File: config.mk
export PLATFORM = sky130hd
export DESIGN_NAME = ros_freq_meter_flat
export DESIGN_NICKNAME = d
export VERILOG_FILES = /design/src/rtl/ros_freq_meter_if.sv /design/src/rtl/ros_freq_meter.sv /design/src/flat_wrapper.sv
export SDC_FILE = /design/constraint.sdc
export NUM_CORES = 1
export LEC_CHECK = 0
export CAP_MARGIN = 20
export CORE_MARGIN = 2
export CORE_UTILIZATION = 55
export DETAILED_ROUTE_END_ITERATION = 8
export PLACE_DENSITY = 0.88
export SYNTH_ARGS = -nofsm -noshare
export SYNTH_HDL_FRONTEND = slang
export SYNTH_SLANG_ARGS = --single-unit
File: constraint.sdc
create_clock -name clk -period 2.75 [get_ports clk]
set_input_delay 0.6875 -clock clk [delete_from_list [all_inputs] [get_ports clk]]
set_output_delay 0.6875 -clock clk [all_outputs]
set_load 0.1 [all_outputs]
File: src/rtl/ros_freq_meter_if.sv
// Request/result bundle of the ring-oscillator frequency meter.
// The meter is the slave; the readout logic is the master.
interface ros_freq_meter_if #(
  parameter int CNT_W  = 16,
  parameter int GATE_W = 16
);
  logic              start;
  logic [GATE_W-1:0] gate_cycles;
  logic [CNT_W-1:0]  result;
  logic              result_valid;
  logic              result_ready;
  logic              busy;
  logic              overflow;

  modport master (
    output start, gate_cycles, result_ready,
    input  result, result_valid, busy, overflow
  );

  modport slave (
    input  start, gate_cycles, result_ready,
    output result, result_valid, busy, overflow
  );
endinterface

File: src/rtl/ros_freq_meter.sv
// Counts synchronised rising edges of a prescaled ring-oscillator output over a
// window of gate_cycles clk cycles and returns the count by valid/ready.
//
// state | meaning
// IDLE  | waiting for start; result/overflow hold the previous measurement
// GATE  | window open, rises are counted, win_q counts down to 1
// DONE  | result_valid high, waiting for result_ready
module ros_freq_meter #(
  parameter int CNT_W       = 16,
  parameter int GATE_W      = 16,
  parameter int SYNC_STAGES = 2
) (
  input  logic            clk,
  input  logic            reset,
  input  logic            ros_in,
  ros_freq_meter_if.slave bus
);

  typedef enum logic [1:0] {
    IDLE = 2'd0,
    GATE = 2'd1,
    DONE = 2'd2
  } state_t;

  localparam logic [CNT_W-1:0] CNT_MAX = '1;

  state_t             state_q, state_d;
  logic [SYNC_STAGES-1:0] sync_q;
  logic               prev_q;
  logic               rise;
  logic [GATE_W-1:0]  win_q, win_d;
  logic [CNT_W-1:0]   edge_q, edge_d;
  logic [CNT_W-1:0]   cnt_inc;
  logic               ovf_q, ovf_d;
  logic               ovf_inc;
  logic [CNT_W-1:0]   result_q, result_d;
  logic               valid_q, valid_d;

  // ros_in is asynchronous; the chain runs in every state so its history is
  // already settled when a window opens.
  always_ff @(posedge clk or posedge reset) begin
    if (reset) begin
      sync_q <= '0;
      prev_q <= 1'b0;
    end else begin
      sync_q <= {sync_q[SYNC_STAGES-2:0], ros_in};
      prev_q <= sync_q[SYNC_STAGES-1];
    end
  end

  assign rise = sync_q[SYNC_STAGES-1] & ~prev_q;

  always_ff @(posedge clk or posedge reset) begin
    if (reset) begin
      state_q  <= IDLE;
      win_q    <= '0;
      edge_q   <= '0;
      ovf_q    <= 1'b0;
      result_q <= '0;
      valid_q  <= 1'b0;
    end else begin
      state_q  <= state_d;
      win_q    <= win_d;
      edge_q   <= edge_d;
      ovf_q    <= ovf_d;
      result_q <= result_d;
      valid_q  <= valid_d;
    end
  end

  always_comb begin
    state_d  = state_q;
    win_d    = win_q;
    edge_d   = edge_q;
    ovf_d    = ovf_q;
    result_d = result_q;
    valid_d  = valid_q;
    cnt_inc  = edge_q;
    ovf_inc  = ovf_q;

    // Saturating count: a rise at full scale only flags overflow.
    if (rise) begin
      if (edge_q == CNT_MAX) ovf_inc = 1'b1;
      else                   cnt_inc = edge_q + CNT_W'(1);
    end

    case (state_q)
      IDLE: begin
        if (bus.start) begin
          win_d    = bus.gate_cycles;
          edge_d   = '0;
          ovf_d    = 1'b0;
          result_d = '0;
          if (bus.gate_cycles == '0) begin
            valid_d = 1'b1;
            state_d = DONE;
          end else begin
            state_d = GATE;
          end
        end
      end
      GATE: begin
        win_d  = win_q - GATE_W'(1);
        edge_d = cnt_inc;
        ovf_d  = ovf_inc;
        if (win_q == GATE_W'(1)) begin
          result_d = cnt_inc;
          valid_d  = 1'b1;
          state_d  = DONE;
        end
      end
      DONE: begin
        if (valid_q && bus.result_ready) begin
          valid_d = 1'b0;
          state_d = IDLE;
        end
      end
      default: state_d = IDLE;
    endcase
  end

  assign bus.result       = result_q;
  assign bus.result_valid = valid_q;
  assign bus.overflow     = ovf_q;
  assign bus.busy         = (state_q != IDLE);

endmodule
File: src/flat_wrapper.sv
// flat-port wrapper written by rule: the top's interface ports become plain ports
module ros_freq_meter_flat 
#(
  parameter int CNT_W       = 16,
  parameter int GATE_W      = 16,
  parameter int SYNC_STAGES = 2
)
  (clk, reset, ros_in, bus_start, bus_gate_cycles, bus_result_ready, bus_result, bus_result_valid, bus_busy, bus_overflow);
  ros_freq_meter_if #(.CNT_W(CNT_W), .GATE_W(GATE_W)) bus_i ();
  input  logic clk;
  input  logic reset;
  input  logic ros_in;
  input wire logic [$bits(bus_i.start)-1:0] bus_start;
  input wire logic [$bits(bus_i.gate_cycles)-1:0] bus_gate_cycles;
  input wire logic [$bits(bus_i.result_ready)-1:0] bus_result_ready;
  output wire logic [$bits(bus_i.result)-1:0] bus_result;
  output wire logic [$bits(bus_i.result_valid)-1:0] bus_result_valid;
  output wire logic [$bits(bus_i.busy)-1:0] bus_busy;
  output wire logic [$bits(bus_i.overflow)-1:0] bus_overflow;
  assign bus_i.start = bus_start;
  assign bus_i.gate_cycles = bus_gate_cycles;
  assign bus_i.result_ready = bus_result_ready;
  assign bus_result = bus_i.result;
  assign bus_result_valid = bus_i.result_valid;
  assign bus_busy = bus_i.busy;
  assign bus_overflow = bus_i.overflow;
  ros_freq_meter #(.CNT_W(CNT_W), .GATE_W(GATE_W), .SYNC_STAGES(SYNC_STAGES)) u_core (.clk(clk), .reset(reset), .ros_in(ros_in), .bus(bus_i));
endmodule
Word level (Yosys, flattened, before mapping) --
Cells that the tools add are included.
Storage, ports and cells: register bits after elaboration 55, output and inout bits 19, logic and storage cells 55
Cells by class: $add $sub $neg 2, equality and inequality tests 10, mux-type cells 22, bitwise operators 2, reduce and logical (&&, ||, !) cells 11
Operators with widths (count):
- $pmux 16 s2 | 3
- $mux 16 | 5
- $add 16x1->16 const B | 1
- $eq 16x1->1 const B | 1
- $eq 16x16->1 const B | 1
- $logic_not 16->1 | 1
- $sub 16x1->16 const B | 1
- $ne 2x1->1 const B | 5
- $mux 2 | 4
- $mux 1 | 7
- $pmux 2 s3 | 1
- $reduce_and 3->1 | 2
- $reduce_and 5->1 | 1
- $reduce_and 4->1 | 1
- $reduce_bool 2->1 | 2
- $pmux 1 s3 | 1
- $reduce_bool 3->1 | 1
- $eq 2x1->1 const B | 1
- $eq 2x2->1 const B | 1
- $logic_not 2->1 | 1
- $ne 2x2->1 const B | 1
- $pmux 1 s2 | 1
- $reduce_and 2->1 | 1
- $and 1x1->1 | 1
- 2 further kinds | 2

Depth between registers and ports, before layout --
depth in word-level cells 5, mapped depth 8, mapped depth without buffers 7

Worst setup path before layout --
OpenSTA, ideal clock, no wires.
path kind flip-flop to output port, start register u_core.state_q[0], end output bus_busy, arrival 1361 ps, data required time 2062 ps, path slack 702 ps, stages on the path, launching flop included 4, path buffers 1, cells stage by stage dfrtp_1 > inv_1 > clkbuf_1 > nand2_1
On the way: longest elaborated chain between the ends 1
Ends and longest elaborated chain:
- start, declared | RTL line ros_freq_meter.sv:27 | state_t state_q, state_d;
- start signal, assigned | RTL line ros_freq_meter.sv:62 | state_q <= state_d;
- $reduce_bool 2->1 | RTL line ros_freq_meter.sv:125 | assign bus.busy = (state_q != IDLE);
- end, declared | RTL line flat_wrapper.sv:18 | output wire logic [$bits(bus_i.busy)-1:0] bus_busy;
No other way between the ends.

Final worst setup path --
Ends and elaborated chain as after synthesis.

==> impl_metrics.toml <==
[layout]
nNetsFinal = 408
final_cells = 457
syn_to_final_growth_pct = 16.8
diodes = 0
fill_cells = 475
drive_gt1_share_pct = 17.4
final_area_mm2 = 0.00369

[synth]
async_flop_share_pct = 100
netlist.area_leader.share_pct = 43.5
yosysWarnings = 0
synth_ff_type = "dfrtp_1"
ys_seq_area_share_pct = 43.5
synthTopCellsByCount = "dfrtp_1, nand2_1, a21oi_1, nor2_1, o21ai_0"
yosysMostFrequentCell = "dfrtp_1"
synthDistinctLibCells = 59
synth_edf_count = 0
synthesis.area_mm2 = 0.00316
syn_avg_cell_area_um2 = 9.17
synth_nets = 369
ys_ff_latch = 55
synth_top_area_cell = "dfrtp_1"
synthCells = 345
yosys-top-cells-area = "dfrtp_1, nand2_1, a21oi_1"

[clock_network]
postCtsSetupBuffers = 0
postCtsResizedCells = 0
cts_tree = "built"
clk_pin_slew_ps = 100
clockBufferDepth = 2
clockRootBuffer = "clkbuf_8"
clk-insertion-delay-late_ps = 310
cts_hold_buf = 0
cts_buffers = 5
htreeDepth = 2
cts.sinks = 55

[worst_setup_path]
arrival_ps = 1420
crit-reg2reg-launch = "u_core.win_q[5]"
crit_type = "register to output port"
worstPathMaxFanout = 14
start_kind = "register"
required_ps = 2060
end_kind = "output port"
r2r_setup_slack_ps = 780
reg2regPathDepth = 4
r2r_end = "u_core.bus.result[15]"

[hold_path]
hold_end = "u_core.sync_q[1]"
hold_depth = 0
hold_class = "register to register"
holdCritStartpoint = "u_core.sync_q[0]"

[sta]
setup_viol = 0
worstMarginPinSlew_ps = 595
period_share_pct = 76.8
skew_ps = 10.3
tns_ps = 0
clock.fmax_mhz = 474
period_needed_ps = 2110
rsz0062_at_grt = "no"
finalHoldViolations = 0
final_max_slew_viol_count = 0
whs_ps = 358
slew_headroom_pct = 60.3

[status]
outcome = "completed"

[floorplanning]
dieWidth_um = 79.8
start_util_pct = 57.1
die_h_um = 79.8
fp.dieArea_mm2 = 0.00637
rows = 27
core-area_mm2 = 0.00554
pin_count = 40

[grt]
met1_usage_pct = 34.0
grt_util_all_layers_pct = 25.3
grt_start_max_net_pins = 32
grt_first_pass_wirelength_mm = 12.6
grt_busiest_layer = "met2"
overflow = 0
grt_use_met3_pct = 5.77
grt_pass1_vias = 2652
met2_usage_pct = 40.8
antenna_found_initial = 0

[power_and_ir_drop]
power.total_mw = 1.66
p_leak_nw = 1.55
ir_drop_uv = 250
power_density_mw_per_mm2 = 450

[route]
ant_nets = 0
routed_wl_mm = 7.65
num_vias = 2892
drc = 0
first_pass_iters = 5
wl_per_cell_um = 16.7
drt_iter0_drc = 390
via_per_inst = 6.33

[place]
io_buffer_count = 39
gp_congestion = 0.908
dpl_cell_area_mm2 = 0.00361
dpl.hpwl_mm = 5.52
dp.cells = 449

[run]
drv_cap = 0
## worst max path at each step
stage                                  from                to  slack, ps  cells past startpoint
after CTS                 u_core.state_q[0]          bus_busy        640                      3
after global placement            bus_start  u_core.edge_q[5]        440                      6
after floorplan           u_core.state_q[0]          bus_busy        700                      3
after detailed placement          bus_start  u_core.edge_q[3]        370                      6
final                     u_core.state_q[0]          bus_busy        640                      3
after global routing      u_core.state_q[0]          bus_busy        560                      3
## through the flow
step           worst slack (ps)  util, %
2_1_floorplan               702        -
3_3_place_gp                444     65.1
3_5_place_dp                369     65.1
4_1_cts                     637     66.7
5_1_grt                     565     66.7
6_report                    639     66.7
## metal layers
metal	vias up	routed length [um]
met1	1395	3220
met5	-	0
met2	130	3670
met4	0	121
li1	1352	-
met3	15	643
## worst max-delay path, cell delays in order, from the launching register on
cell     delay, ps
dfrtp_1        380
inv_1          360
nand2_1        170
buf_12         200
## cell usage in the layout, fill, tap and decap left out, types with 3 or more instances in the layout
| cell type | instances |
|---|---|
| mux2i_1 | 3 |
| o31ai_1 | 4 |
| buf_4 | 26 |
| nor4_2 | 4 |
| a31oi_1 | 13 |
| nor2_1 | 22 |
| or3_1 | 3 |
| o21ai_1 | 8 |
| o22a_1 | 3 |
| nand3_1 | 9 |
| nor4_1 | 6 |
| nand2b_1 | 4 |
| o22ai_1 | 6 |
| ha_1 | 3 |
| nor3_2 | 3 |
| a21oi_1 | 24 |
| o21ai_0 | 16 |
| xnor2_1 | 9 |
| and3_1 | 9 |
| dfrtp_1 | 55 |
| clkbuf_8 | 5 |
| clkdlybuf4s50_1 | 20 |
| o21ai_2 | 10 |
| nor3_1 | 6 |
| inv_1 | 9 |
| nand4_1 | 10 |
| and4_1 | 4 |
| a21o_1 | 3 |
| nand2_1 | 41 |
| and2_1 | 4 |
## report_power, final
group	switching, mW	total [mW]	internal, mW
clock network	0.276	0.454	0.178
registers	0.0768	0.934	0.857
logic	0.147	0.273	0.126
total	0.500	1.66	1.16
## layout make-up
type | count | area (um^2) | share of cell area, %
clock buffer | 5 | 68.8 | 1.86
clock inverter | 3 | 20.0 | 0.542
inverter | 11 | 41.3 | 1.12
multi-input combinational | 263 | 1660 | 45.0
sequential | 55 | 1380 | 37.3
tap | 72 | 90.1 | 2.44
timing repair buffer | 48 | 435 | 11.8
## flip-flops by register name, indices dropped and copies added (netlist names)
signal,count
u_core.bus.overflow,1
u_core.bus.result,16
u_core.bus.result_valid,1
u_core.edge_q,16
u_core.prev_q,1
u_core.state_q,2
u_core.sync_q,2
u_core.win_q,16
## kinds of logic after synthesis
logic type | after synthesis | share of synthesized area, %
simple gates | 140 | 25.1
compound gates | 106 | 22.3
flops | 55 | 43.5
buf+inv | 27 | 3.92
xor+xnor | 11 | 3.05
mux | 3 | 0.949
fa+ha+maj | 3 | 1.19
(Power assumes the default switching activity.)
